File: src/rtl/mem_pkg.sv
// Shared definitions for the data-memory access unit: access codes, FSM/fault
// encodings and the request classification helpers.
package mem_pkg;

  localparam logic [2:0] OP_NONE = 3'b000;
  localparam logic [2:0] LB      = 3'b001;
  localparam logic [2:0] LH      = 3'b010;
  localparam logic [2:0] LW      = 3'b011;
  localparam logic [2:0] LBU     = 3'b100;
  localparam logic [2:0] LHU     = 3'b101;
  localparam logic [2:0] SB      = 3'b001;
  localparam logic [2:0] SH      = 3'b010;
  localparam logic [2:0] SW      = 3'b011;

  localparam int TIMER_W = 10;

  typedef enum logic [1:0] {IDLE, BUS, RESP, FAULT} state_t;
  typedef enum logic [1:0] {NONE, MISALIGN, ILLEGAL, TIMEOUT} fault_t;

  // Only called on legal requests, so store codes share the load encodings.
  function automatic logic ldst_is_misaligned(input logic [2:0] op, input logic [1:0] addr_lo);
    case (op)
      LH, LHU: return addr_lo[0];
      LW:      return addr_lo != 2'b00;
      default: return 1'b0;
    endcase
  endfunction

  function automatic logic ldst_is_legal(input logic rd, input logic wr, input logic [2:0] op);
    if (rd && wr) return 1'b0;
    if (rd)       return (op >= LB) && (op <= LHU);
    return (op >= SB) && (op <= SW);
  endfunction

endpackage

File: src/rtl/mem_lane_align.sv
// Byte-lane steering for stores and lane extraction with sign/zero extension
// for loads. Purely combinational.
module mem_lane_align
  import mem_pkg::*;
(
  input  logic        st_we_i,
  input  logic [2:0]  st_op_i,
  input  logic [1:0]  st_lo_i,
  input  logic [31:0] st_data_i,
  output logic [3:0]  be_o,
  output logic [31:0] wdata_o,
  input  logic [2:0]  ld_op_i,
  input  logic [1:0]  ld_lo_i,
  input  logic [31:0] rdata_i,
  output logic [31:0] ldata_o
);

  logic [31:0] byte_sh;
  logic [31:0] half_sh;

  // NOTE: every output of a combinational block is given a default first so
  // that no path leaves it unassigned, which would infer a latch.
  always_comb begin
    be_o    = 4'b1111;
    wdata_o = '0;
    if (st_we_i) begin
      wdata_o = st_data_i;
      case (st_op_i)
        SB: begin
          be_o    = 4'b0001 << st_lo_i;
          wdata_o = {4{st_data_i[7:0]}};
        end
        SH: begin
          be_o    = 4'b0011 << st_lo_i;
          wdata_o = {2{st_data_i[15:0]}};
        end
        default: be_o = 4'b1111;
      endcase
    end
  end

  assign byte_sh = rdata_i >> {ld_lo_i, 3'b000};
  assign half_sh = rdata_i >> {ld_lo_i[1], 4'b0000};

  always_comb begin
    ldata_o = '0;
    case (ld_op_i)
      LB:      ldata_o = {{24{byte_sh[7]}}, byte_sh[7:0]};
      LBU:     ldata_o = {24'h0, byte_sh[7:0]};
      LH:      ldata_o = {{16{half_sh[15]}}, half_sh[15:0]};
      LHU:     ldata_o = {16'h0, half_sh[15:0]};
      LW:      ldata_o = rdata_i;
      default: ldata_o = '0;
    endcase
  end

endmodule

File: src/rtl/mem_access_unit.sv
// Data-memory responder: runs one load/store over a req/ack word bus with wait
// states and a timeout, stalling the core until the access completes or faults.
module mem_access_unit
  import mem_pkg::*;
#(
  parameter int unsigned TIMEOUT_CYCLES = 64
)
(
  input  logic        clk,
  input  logic        rst,
  input  logic        MemReadEn,
  input  logic        MemWriteEn,
  input  logic [2:0]  MemoryOperation,
  input  logic [31:0] Addr,
  input  logic [31:0] StoreData,
  output logic        Stall,
  output logic        DoneValid,
  output logic [31:0] LoadData,
  output logic        Fault,
  output logic [1:0]  FaultCause,
  output logic        MemReq,
  output logic        MemWe,
  output logic [31:0] MemAddr,
  output logic [31:0] MemWdata,
  output logic [3:0]  MemBe,
  input  logic [31:0] MemRdata,
  input  logic        MemAck
);

  state_t              state_q, state_d;
  fault_t              cause_q, cause_d;
  logic [TIMER_W-1:0]  timer_q, timer_d;
  logic [2:0]          op_q, op_d;
  logic [1:0]          lo_q, lo_d;
  logic                we_q, we_d;
  logic [31:0]         addr_q, addr_d;
  logic [3:0]          be_q, be_d;
  logic [31:0]         wdata_q, wdata_d;
  logic [31:0]         ldata_q, ldata_d;

  logic                req;
  logic                in_bus;
  logic [3:0]          st_be;
  logic [31:0]         st_wdata;
  logic [31:0]         ld_data;

  assign req    = MemReadEn | MemWriteEn;
  assign in_bus = (state_q == BUS);

  mem_lane_align u_align (
    .st_we_i   (MemWriteEn),
    .st_op_i   (MemoryOperation),
    .st_lo_i   (Addr[1:0]),
    .st_data_i (StoreData),
    .be_o      (st_be),
    .wdata_o   (st_wdata),
    .ld_op_i   (op_q),
    .ld_lo_i   (lo_q),
    .rdata_i   (MemRdata),
    .ldata_o   (ld_data)
  );

  always_comb begin
    state_d = state_q;
    cause_d = cause_q;
    timer_d = timer_q;
    op_d    = op_q;
    lo_d    = lo_q;
    we_d    = we_q;
    addr_d  = addr_q;
    be_d    = be_q;
    wdata_d = wdata_q;
    ldata_d = ldata_q;
    case (state_q)
      IDLE: begin
        timer_d = '0;
        if (req) begin
          if (!ldst_is_legal(MemReadEn, MemWriteEn, MemoryOperation)) begin
            cause_d = ILLEGAL;
            state_d = FAULT;
          end else if (ldst_is_misaligned(MemoryOperation, Addr[1:0])) begin
            cause_d = MISALIGN;
            state_d = FAULT;
          end else begin
            op_d    = MemoryOperation;
            lo_d    = Addr[1:0];
            we_d    = MemWriteEn;
            addr_d  = {Addr[31:2], 2'b00};
            be_d    = st_be;
            wdata_d = st_wdata;
            cause_d = NONE;
            state_d = BUS;
          end
        end
      end
      BUS: begin
        // An acknowledge in the last allowed cycle still completes normally.
        if (MemAck) begin
          ldata_d = we_q ? '0 : ld_data;
          state_d = RESP;
        end else if (timer_q == TIMER_W'(TIMEOUT_CYCLES - 1)) begin
          cause_d = TIMEOUT;
          state_d = FAULT;
        end else begin
          timer_d = timer_q + 1'b1;
        end
      end
      RESP:    state_d = IDLE;
      FAULT:   state_d = IDLE;
      default: state_d = IDLE;
    endcase
  end

  // NOTE: sequential state uses non-blocking assignments so every register
  // samples the pre-edge values, independent of statement order.
  always_ff @(posedge clk) begin
    if (rst) begin
      state_q <= IDLE;
      cause_q <= NONE;
      timer_q <= '0;
      op_q    <= OP_NONE;
      lo_q    <= '0;
      we_q    <= 1'b0;
      addr_q  <= '0;
      be_q    <= '0;
      wdata_q <= '0;
      ldata_q <= '0;
    end else begin
      state_q <= state_d;
      cause_q <= cause_d;
      timer_q <= timer_d;
      op_q    <= op_d;
      lo_q    <= lo_d;
      we_q    <= we_d;
      addr_q  <= addr_d;
      be_q    <= be_d;
      wdata_q <= wdata_d;
      ldata_q <= ldata_d;
    end
  end

  // Bus fields are only driven while a transaction is outstanding.
  assign MemReq     = in_bus;
  assign MemWe      = in_bus & we_q;
  assign MemAddr    = in_bus ? addr_q  : '0;
  assign MemBe      = in_bus ? be_q    : '0;
  assign MemWdata   = in_bus ? wdata_q : '0;

  assign Stall      = ((state_q == IDLE) && req) || in_bus;
  assign DoneValid  = (state_q == RESP) || (state_q == FAULT);
  assign Fault      = (state_q == FAULT);
  assign FaultCause = (state_q == FAULT) ? cause_q : NONE;
  assign LoadData   = (state_q == RESP) ? ldata_q : '0;

endmodule

File: config.mk
export PLATFORM = sky130hd
export DESIGN_NAME = mem_access_unit
export DESIGN_NICKNAME = d
export VERILOG_FILES = /design/src/rtl/mem_pkg.sv /design/src/rtl/mem_lane_align.sv /design/src/rtl/mem_access_unit.sv
export SDC_FILE = /design/constraint.sdc
export NUM_CORES = 1
export LEC_CHECK = 0
export CORE_MARGIN = 2
export CORE_UTILIZATION = 45
export CTS_CLUSTER_DIAMETER = 50
export DETAILED_ROUTE_END_ITERATION = 6
export PLACE_DENSITY_LB_ADDON = 0.12
export SLEW_MARGIN = 20
export SYNTH_ARGS = -nofsm -noshare
export SYNTH_HDL_FRONTEND = slang
export SYNTH_SLANG_ARGS = --single-unit
File: constraint.sdc
create_clock -name clk -period 2.15 [get_ports clk]
set_input_delay 0.215 -clock clk [delete_from_list [all_inputs] [get_ports clk]]
set_output_delay 0.215 -clock clk [all_outputs]
set_load 0.02 [all_outputs]
Yosys cells after proc, flatten, opt, wreduce, memory -nomap -nowiden
Cells that the tools add are included.
- $add $sub $neg: 1
- order comparisons: 3
- equality and inequality tests: 18
- shift operators: 4
- muxes and demuxes: 42
- bitwise logic cells: 3
- reduce and logical (&&, ||, !) cells: 16
- operators by type and width (kind ; count):
    $mux W32 ; 5
    $pmux W32 S5 ; 1
    $pmux W32 S2 ; 1
    $shr A32 B5 Y16 ; 1
    $shr A32 B5 Y8 ; 1
    $mux W10 ; 2
    $pmux W10 S2 ; 1
    $mux W2 ; 9
    $mux W1 ; 17
    $eq A3 B2 Y1 const B ; 4
    $add A10 B1 Y10 const B ; 1
    $eq A10 B6 Y1 const B ; 1
    $eq A3 B3 Y1 const B ; 3
    $mux W4 ; 2
    $pmux W4 S2 ; 1
    $reduce_and A4 Y1 ; 2
    $eq A3 B1 Y1 const B ; 2
    $ne A2 B2 Y1 const B ; 3
    $pmux W2 S3 ; 1
    $eq A2 B2 Y1 const B ; 2
    $logic_and A1 B1 Y1 ; 4
    $pmux W2 S2 ; 1
    $reduce_and A2 Y1 ; 2
    $reduce_bool A2 Y1 ; 2
    other kinds (16) ; 18
- register bits after elaboration: 118
- input port bits: 104
- output and inout bits: 107
- word-level logic and storage cells: 97

Depth between registers and ports, before layout
Gate-level depths: netlist (run 1).
- word-level depth: 18
- mapped depth: 8
- depth with buffers taken out: 6

By module
A second synthesis (run 1) with hierarchy kept.
- cells, all modules: 957
- area total of the unflattened synthesis: 7689.9 sq um
- modules (own cells, without submodules) (module ; instances ; cells an instance ; area each (sq um) ; seq. area each (sq um)):
    mem_access_unit ; 1 ; 665 ; 5885.6 ; 2362.3
    mem_lane_align ; 1 ; 292 ; 1804.2 ; 0.0

Least setup slack after synthesis (run 1)
Ideal clock, no wire load.
- path kind: register to register
- from: register lo_q[1]
- to: register ldata_q[22]
- setup time: 0.117 ns
- data arrival time: 1.575 ns
- required time: 2.033 ns
- path slack: 0.458 ns
- cell stages (with the launch flop): 7
- buffers on the path: 2
- clock period less this slack: 1.692 ns
- cells stage by stage: dfxtp_1 > buf_2 > mux4_2 > nand3_1 > buf_2 > o21ai_0 > a22o_1
- cells in the longest elaborated chain, start to end: 3
- elaborated cells on any way between the ends: 4
- those cells by class: shift (2); mux (2)
- RTL lines (what ; line ; text):
    from (decl) ; mem_access_unit.sv:34 ; logic [1:0] lo_q, lo_d;
    from (signal assigned) ; mem_access_unit.sv:133 ; lo_q <= lo_d;
    $shr A32 B5 Y16 or $shr A32 B5 Y8 (tied branches) ; mem_lane_align.sv:43, mem_lane_align.sv:42 ;
    $pmux W32 S5 * ; mem_lane_align.sv:47 ; case (ld_op_i)
    $mux W32 * ; mem_access_unit.sv:99 ; ldata_d = we_q ? '0 : ld_data;
    to (signal assigned) ; mem_access_unit.sv:138 ; ldata_q <= ldata_d;
    to (decl) ; mem_access_unit.sv:39 ; logic [31:0] ldata_q, ldata_d;
Mark *: on every way between the ends. The rest lies on a longest branch, timed or not.
A chain may end at the register's enable or synchronous reset.

Worst setup path in the final report (run 1)
- from: register state_q[0]
- to: output port Stall
- cells in the longest elaborated chain, start to end: 3
- elaborated cells on any way between the ends: 4
- those cells by class: eq/ne (1); reduce/logical (3)
- RTL lines (what ; line ; text):
    from (decl) ; mem_access_unit.sv:30 ; state_t state_q, state_d;
    from (signal assigned) ; mem_access_unit.sv:129 ; state_q <= state_d;
    $logic_not A2 Y1 ; mem_access_unit.sv:149 ; assign Stall = ((state_q == IDLE) && req) || in_bus;
    $logic_and A1 B1 Y1 ; mem_access_unit.sv:149 ;
    $logic_or A1 B1 Y1 * ; mem_access_unit.sv:149 ;
    to (decl) ; mem_access_unit.sv:16 ; output logic Stall,
Marks and branches as above.

==> flow_metrics.tcl, run 1 <==
set metrics [dict create \
    grt_pass1_wl_um 28700 \
    drive_gt1_share_pct 11.9 \
    wl_per_cell_um 16.2 \
    grt_pass1_vias 5862 \
    period_share_pct 97.3 \
    end_kind "output port" \
    yosys_register_bits 118 \
    antenna_found_initial 0 \
    die_w_um 118 \
    core_area_um2 12700 \
    pre_cts_slack_ns -0.335 \
    cts_made_buffers 17 \
    fp-row-count 41 \
    critPathMaxFanout 11 \
    firstDrtPassIters 5 \
    ys_seq_area_share_pct 40.1 \
    placed_cells 1087 \
    cts_root_buf "clkbuf_16" \
    finalInstanceArea_um2 8700 \
    yosysUniqueCellTypes 55 \
    cap_viol_max_count 0 \
    fp.dieH_um 118 \
    worstMarginPinSlew_ns 0.663 \
    cts.sink_count 118 \
    place_area_um2 8230 \
    syn_avg_cell_area_um2 8.04 \
    clk_latency_ns 0.42 \
    power_density_nw_per_um2 679 \
    finalCriticalPeriod_ns 2.09 \
    arrival_ns 1.88 \
    min_path_type "input port to register" \
    max_stage_delay_ns 0.54 \
    ctsLongestPathBuffers 2 \
    async_flop_share_pct 0 \
    port_buffers 208 \
    dieArea_um2 14000 \
    dp_hpwl_um 12900 \
    max_freq_mhz 478 \
    cts_hold_buffers 0 \
    seq_area_um2 2360 \
    grt_usage_pct 25.5 \
    clk_pin_slew_ns 0.05 \
    finClkSkew_ns 0.00648 \
    setup_tns_ns 0 \
    place.gp.congestion 0.891 \
    initial_utilization_pct 46.4 \
    overflow 0 \
    ys.flop_type "dfxtp_1" \
    num-fill-cells 1071 \
    ir_drop_uv 521 \
    start_kind "register" \
    utilization_pct 68.7 \
    slew_violations 0 \
    io_pins 211 \
    avgViaCountPerCell 5.33 \
    num_vias 5964 \
    power_leakage_nw 3.82 \
    crit_path_cell_trace "buf_4 -> nor3_1 -> nor2_1 -> clkdlybuf4s50_1" \
    fin_cells 1120 \
    hold_violations 0 \
    finalSetupViolations 0 \
    drtIter0Drc 433 \
    cp_slowest_cell "clkdlybuf4s50_1" \
    detail-route-antenna-nets 0 \
    maxSlewHeadroom_pct 55.7 \
    power_mw 5.91 \
    multiInputGateArea_um2 3230 \
    htreeDepth 4 \
    fin_hold_ws_ns 0.174 \
    synth_edf_count 0 \
    drt-total-wl_um 18100 \
    layout_setup_ws_ns 0.0580 \
    grt_max_degree 64 \
    synthCells 732 \
    tritoncts "yes" \
    run_status "finished clean" \
    yosys_warnings 0 \
    antennaDiodeCount 0 \
    required_ns 1.93 \
    drc 0 \
    crit_type "register to output port" \
    syn-cell-area_um2 5880 \
    final_nets 1040 \
    rsz0062_at_grt "false" \
    syn_to_final_growth_pct 47.8 \
]
[worst paths after layout]
kind,endpoint,cells after the start,slack (ns),start
worst max-delay path,Stall,4,0.06,state_q[0]
worst min-delay path,addr_q[2],2,0.17,rst
worst min register to register,ldata_q[11],2,0.45,ldata_q[11]
worst max register to register,ldata_q[2],5,0.24,op_q[2]
[Yosys cell counts (2+ instances only)]
cell         n  share of area (%)
a211oi_1     7               0.89
o21ai_1     10               0.85
a221oi_1    10                1.5
and3_1       7               0.74
a22o_1      32                4.8
o221ai_1     7                1.0
clkbuf_1    34                2.2
buf_4        4               0.51
or3_1        2               0.21
dfxtp_1    118                 40
xor2_1       3               0.45
o21a_1       2               0.26
a21oi_2      9                1.3
buf_2       17                1.4
nor4_1       2               0.21
or2_2       18                1.9
a31oi_1      3               0.32
nand3b_1     3               0.38
nand2b_1     4               0.43
buf_6        2               0.38
a2bb2oi_1    7                1.0
inv_1       13               0.83
nand3_1     19                1.6
and2_1     103                 11
o21ai_0     20                1.7
nand4_1      2               0.21
mux2_1       3               0.57
nand2_1    116                7.4
mux2_2       7                1.3
nor2b_1      2               0.21
nor3_1       7               0.60
xnor2_1      3               0.45
o22ai_1      8               0.85
mux2i_1      8                1.4
a21oi_1     62                5.3
nor2_1      39                2.5
[cells by family (layout without fill, tap and decap cells)]
group	Yosys count	in the layout	share of synthesized area, %
compound gates	186	186	21.4
xor+xnor	6	6	0.893
fa+ha+maj	2	2	0.383
buf+inv	72	287	5.46
flops	118	118	40.1
mux	19	19	3.66
other cells	1	2	0.0637
simple gates	328	328	28.0
[sequential cells by signal, indices dropped and copies added (netlist names)]
| signal | flops |
|---|---|
| ldata_q | 32 |
| wdata_q | 32 |
| addr_q | 30 |
| timer_q | 10 |
| be_q | 4 |
| op_q | 3 |
| cause_q | 2 |
| lo_q | 2 |
| state_q | 2 |
| we_q | 1 |
[where the power goes]
part,internal [mW],switching [mW]
combinational,0.455,0.509
sequential,2.27,0.0520
clock,1.63,0.989
[critical path, delay by kind of cell (launching register included)]
kind	cells	cell delay, ns
buffers and inverters	2	0.72
and+or+nand+nor	2	0.40
DFF	1	0.34
[timing repair]
| action | CTS | global route |
|---|---|---|
| pin swaps | 0 | 1 |
| endpoints found under the setup margin | 100 | 59 |
| gates cloned | 0 | 1 |
| gates resized for setup | 95 | 18 |
| setup buffers | 0 | 0 |
[final cells by class]
cell class	count	area share [%]
Clock inverter	9	0.892
Multi-Input combinational cell	543	37.1
Timing Repair Buffer	241	26.4
Sequential cell	118	27.2
Inverter	14	0.604
Tap cell	172	2.47
Clock buffer	23	5.38
[layer usage]
metal | vias up | track usage, % | wire length, um
met5 | - | 0 | 0
met4 | 0 | 10.4 | 432
met3 | 37 | 8.88 | 1350
met2 | 204 | 41.8 | 8710
met1 | 2798 | 30.3 | 7610
li1 | 2925 | - | -
[cells in the final DEF (no fill, tap or decap), types with 18 or more instances in the layout]
cell type / instances
a21oi_1: 61
nand3_1: 19
clkdlybuf4s50_1: 107
nand2_1: 116
nor2_1: 37
or2_2: 18
and2_1: 103
buf_4: 27
a22o_1: 32
dlygate4sd2_1: 87
clkbuf_16: 18
dfxtp_1: 116
o21ai_0: 20
Power figures use the tool's default switching activity.
==> run 2, diff against run 1 <==
clock period = 2.2 ns   (was 2.15 ns; I/O delays follow)
==> run 2 against run 1 <==
  * Global-route usage decreased by 0.62 points
  * Sequential share of layout area about the same
  * Die area unchanged
  * Design area about the same
  * Critical endpoint is now MemWdata[13]
  * Largest cell class unchanged
  * Largest power group unchanged
==> flow_metrics.tcl, run 2 (synthesized netlist as in run 1, its figures left out) <==
set metrics [dict create \
    power_leakage_nw 3.66 \
    grt_max_degree 53 \
    syn_to_final_growth_pct 47.8 \
    final_common_cell "clkdlybuf4s50_1" \
    port_buffers 208 \
    avgViaCountPerCell 5.31 \
    hold_violations 0 \
    finClkSkew_ns 0.00916 \
    drt-total-wl_um 17700 \
    run_status "finished clean" \
    tritoncts "yes" \
    firstDrtPassIters 5 \
    worstMarginPinSlew_ns 0.687 \
    top_regs "ldata_q (32), wdata_q (32), addr_q (30)" \
    power_mw 5.73 \
    finalCriticalPeriod_ns 2.13 \
    clk_pin_slew_ns 0.05 \
    die_w_um 118 \
    dp_hpwl_um 12800 \
    grt_usage_pct 24.8 \
    end_kind "output port" \
    start_kind "register" \
    worstReg2RegStart "op_q[2]" \
    ir_drop_uv 510 \
    io_pins 211 \
    ctsLongestPathBuffers 2 \
    max_freq_mhz 470 \
    htreeDepth 4 \
    num_vias 5938 \
    min_path_type "input port to register" \
    core_area_um2 12700 \
    maxSlewHeadroom_pct 54.1 \
    utilization_pct 68.6 \
    place.gp.congestion 0.881 \
    critPathMaxFanout 20 \
    slew_violations 0 \
    cts_hold_buffers 0 \
    r2r-end "ldata_q[5]" \
    required_ns 1.98 \
    arrival_ns 1.91 \
    pre_cts_slack_ns -0.258 \
    crit_type "register to output port" \
    setup_tns_ns 0 \
    grt_pass1_wl_um 28300 \
    fp-row-count 41 \
    dieArea_um2 14000 \
    clk_latency_ns 0.42 \
    final_cell_mix "clkdlybuf4s50_1 (127), dfxtp_1 (118), nand2_1 (116)" \
    drive_gt1_share_pct 11.0 \
    cts.sink_count 118 \
    period_share_pct 96.6 \
    antennaDiodeCount 0 \
    drtIter0Drc 432 \
    startpoint "state_q[1]" \
    antenna_found_initial 0 \
    detail-route-antenna-nets 0 \
    num-fill-cells 1085 \
    cap_viol_max_count 0 \
    power_density_nw_per_um2 659 \
    layout_setup_ws_ns 0.0742 \
    fp.dieH_um 118 \
    cts_made_buffers 17 \
    wl_per_cell_um 15.8 \
    r2r_slack_ns 0.22 \
    grt_pass1_vias 5908 \
    crit_path_end "MemWdata[13]" \
    finalSetupViolations 0 \
    final_nets 1041 \
    overflow 0 \
    drc 0 \
    cts_root_buf "clkbuf_16" \
    ff2ff_path_depth 5 \
    initial_utilization_pct 46.4 \
]
run 2: final cells by class:
class	instances	area, um2	area share, %
multi-input cells	543	3230	37.1
flip-flops and latches	118	2360	27.2
repair buffers	242	2310	26.5
clock buffers	24	482	5.54
well taps	172	215	2.48
inverters	14	52.6	0.604
clock inverters	5	50.0	0.576
run 2: repair_timing:
item                       in CTS  in global routing
gates resized for setup        80                  1
buffers inserted                1                  1
hold endpoints to repair        0                  0
pin swaps                       1                  1
setup endpoints to repair      93                 34
run 2: how the worst min path moves through the flow:
stage,startpoint,end,slack (ns),depth (start not counted)
global placement,ldata_q[8],ldata_q[8],0.43,2
detailed placement,ldata_q[8],ldata_q[8],0.44,2
global route,rst,addr_q[4],0.20,2
CTS,rst,addr_q[2],0.17,2
floorplan,Addr[10],addr_q[10],0.36,2
finish,rst,addr_q[2],0.18,2
run 2: routing by layer:
metal | part of all wire [%] | wire [um] | vias to the layer above | global-route usage [%]
met4 | 2.0 | 354 | 0 | 8.96
li1 | - | - | 2921 | -
met5 | 0 | 0 | - | 0
met1 | 42 | 7450 | 2792 | 29.2
met3 | 6.5 | 1150 | 24 | 7.87
met2 | 49 | 8760 | 201 | 42.3
run 2: power breakdown:
part           leakage (nW)  internal (mW)  total [mW]  switching [mW]
clock network         0.266           1.61        2.52           0.908
logic                  2.44          0.450       0.942           0.492
registers             0.956           2.22        2.27          0.0500
total                  3.66           4.28        5.73            1.45
run 2: through the flow:
step                instance area (um2)  hold WS (ns)  instances
floorplan                          5890         0.356        733
global placement                   8250         0.434       1087
detailed placement                 8250         0.442       1087
CTS                                8680         0.166       1117
global route                       8690         0.204       1118
finish                             8690         0.184       1118
run 2: worst max-delay path: stages, from the launching register on:
cell and delay [ns]:
dfxtp_1 0.36, nor2_4 0.20, buf_12 0.16, and2_1 0.13
clkdlybuf4s50_1 0.64
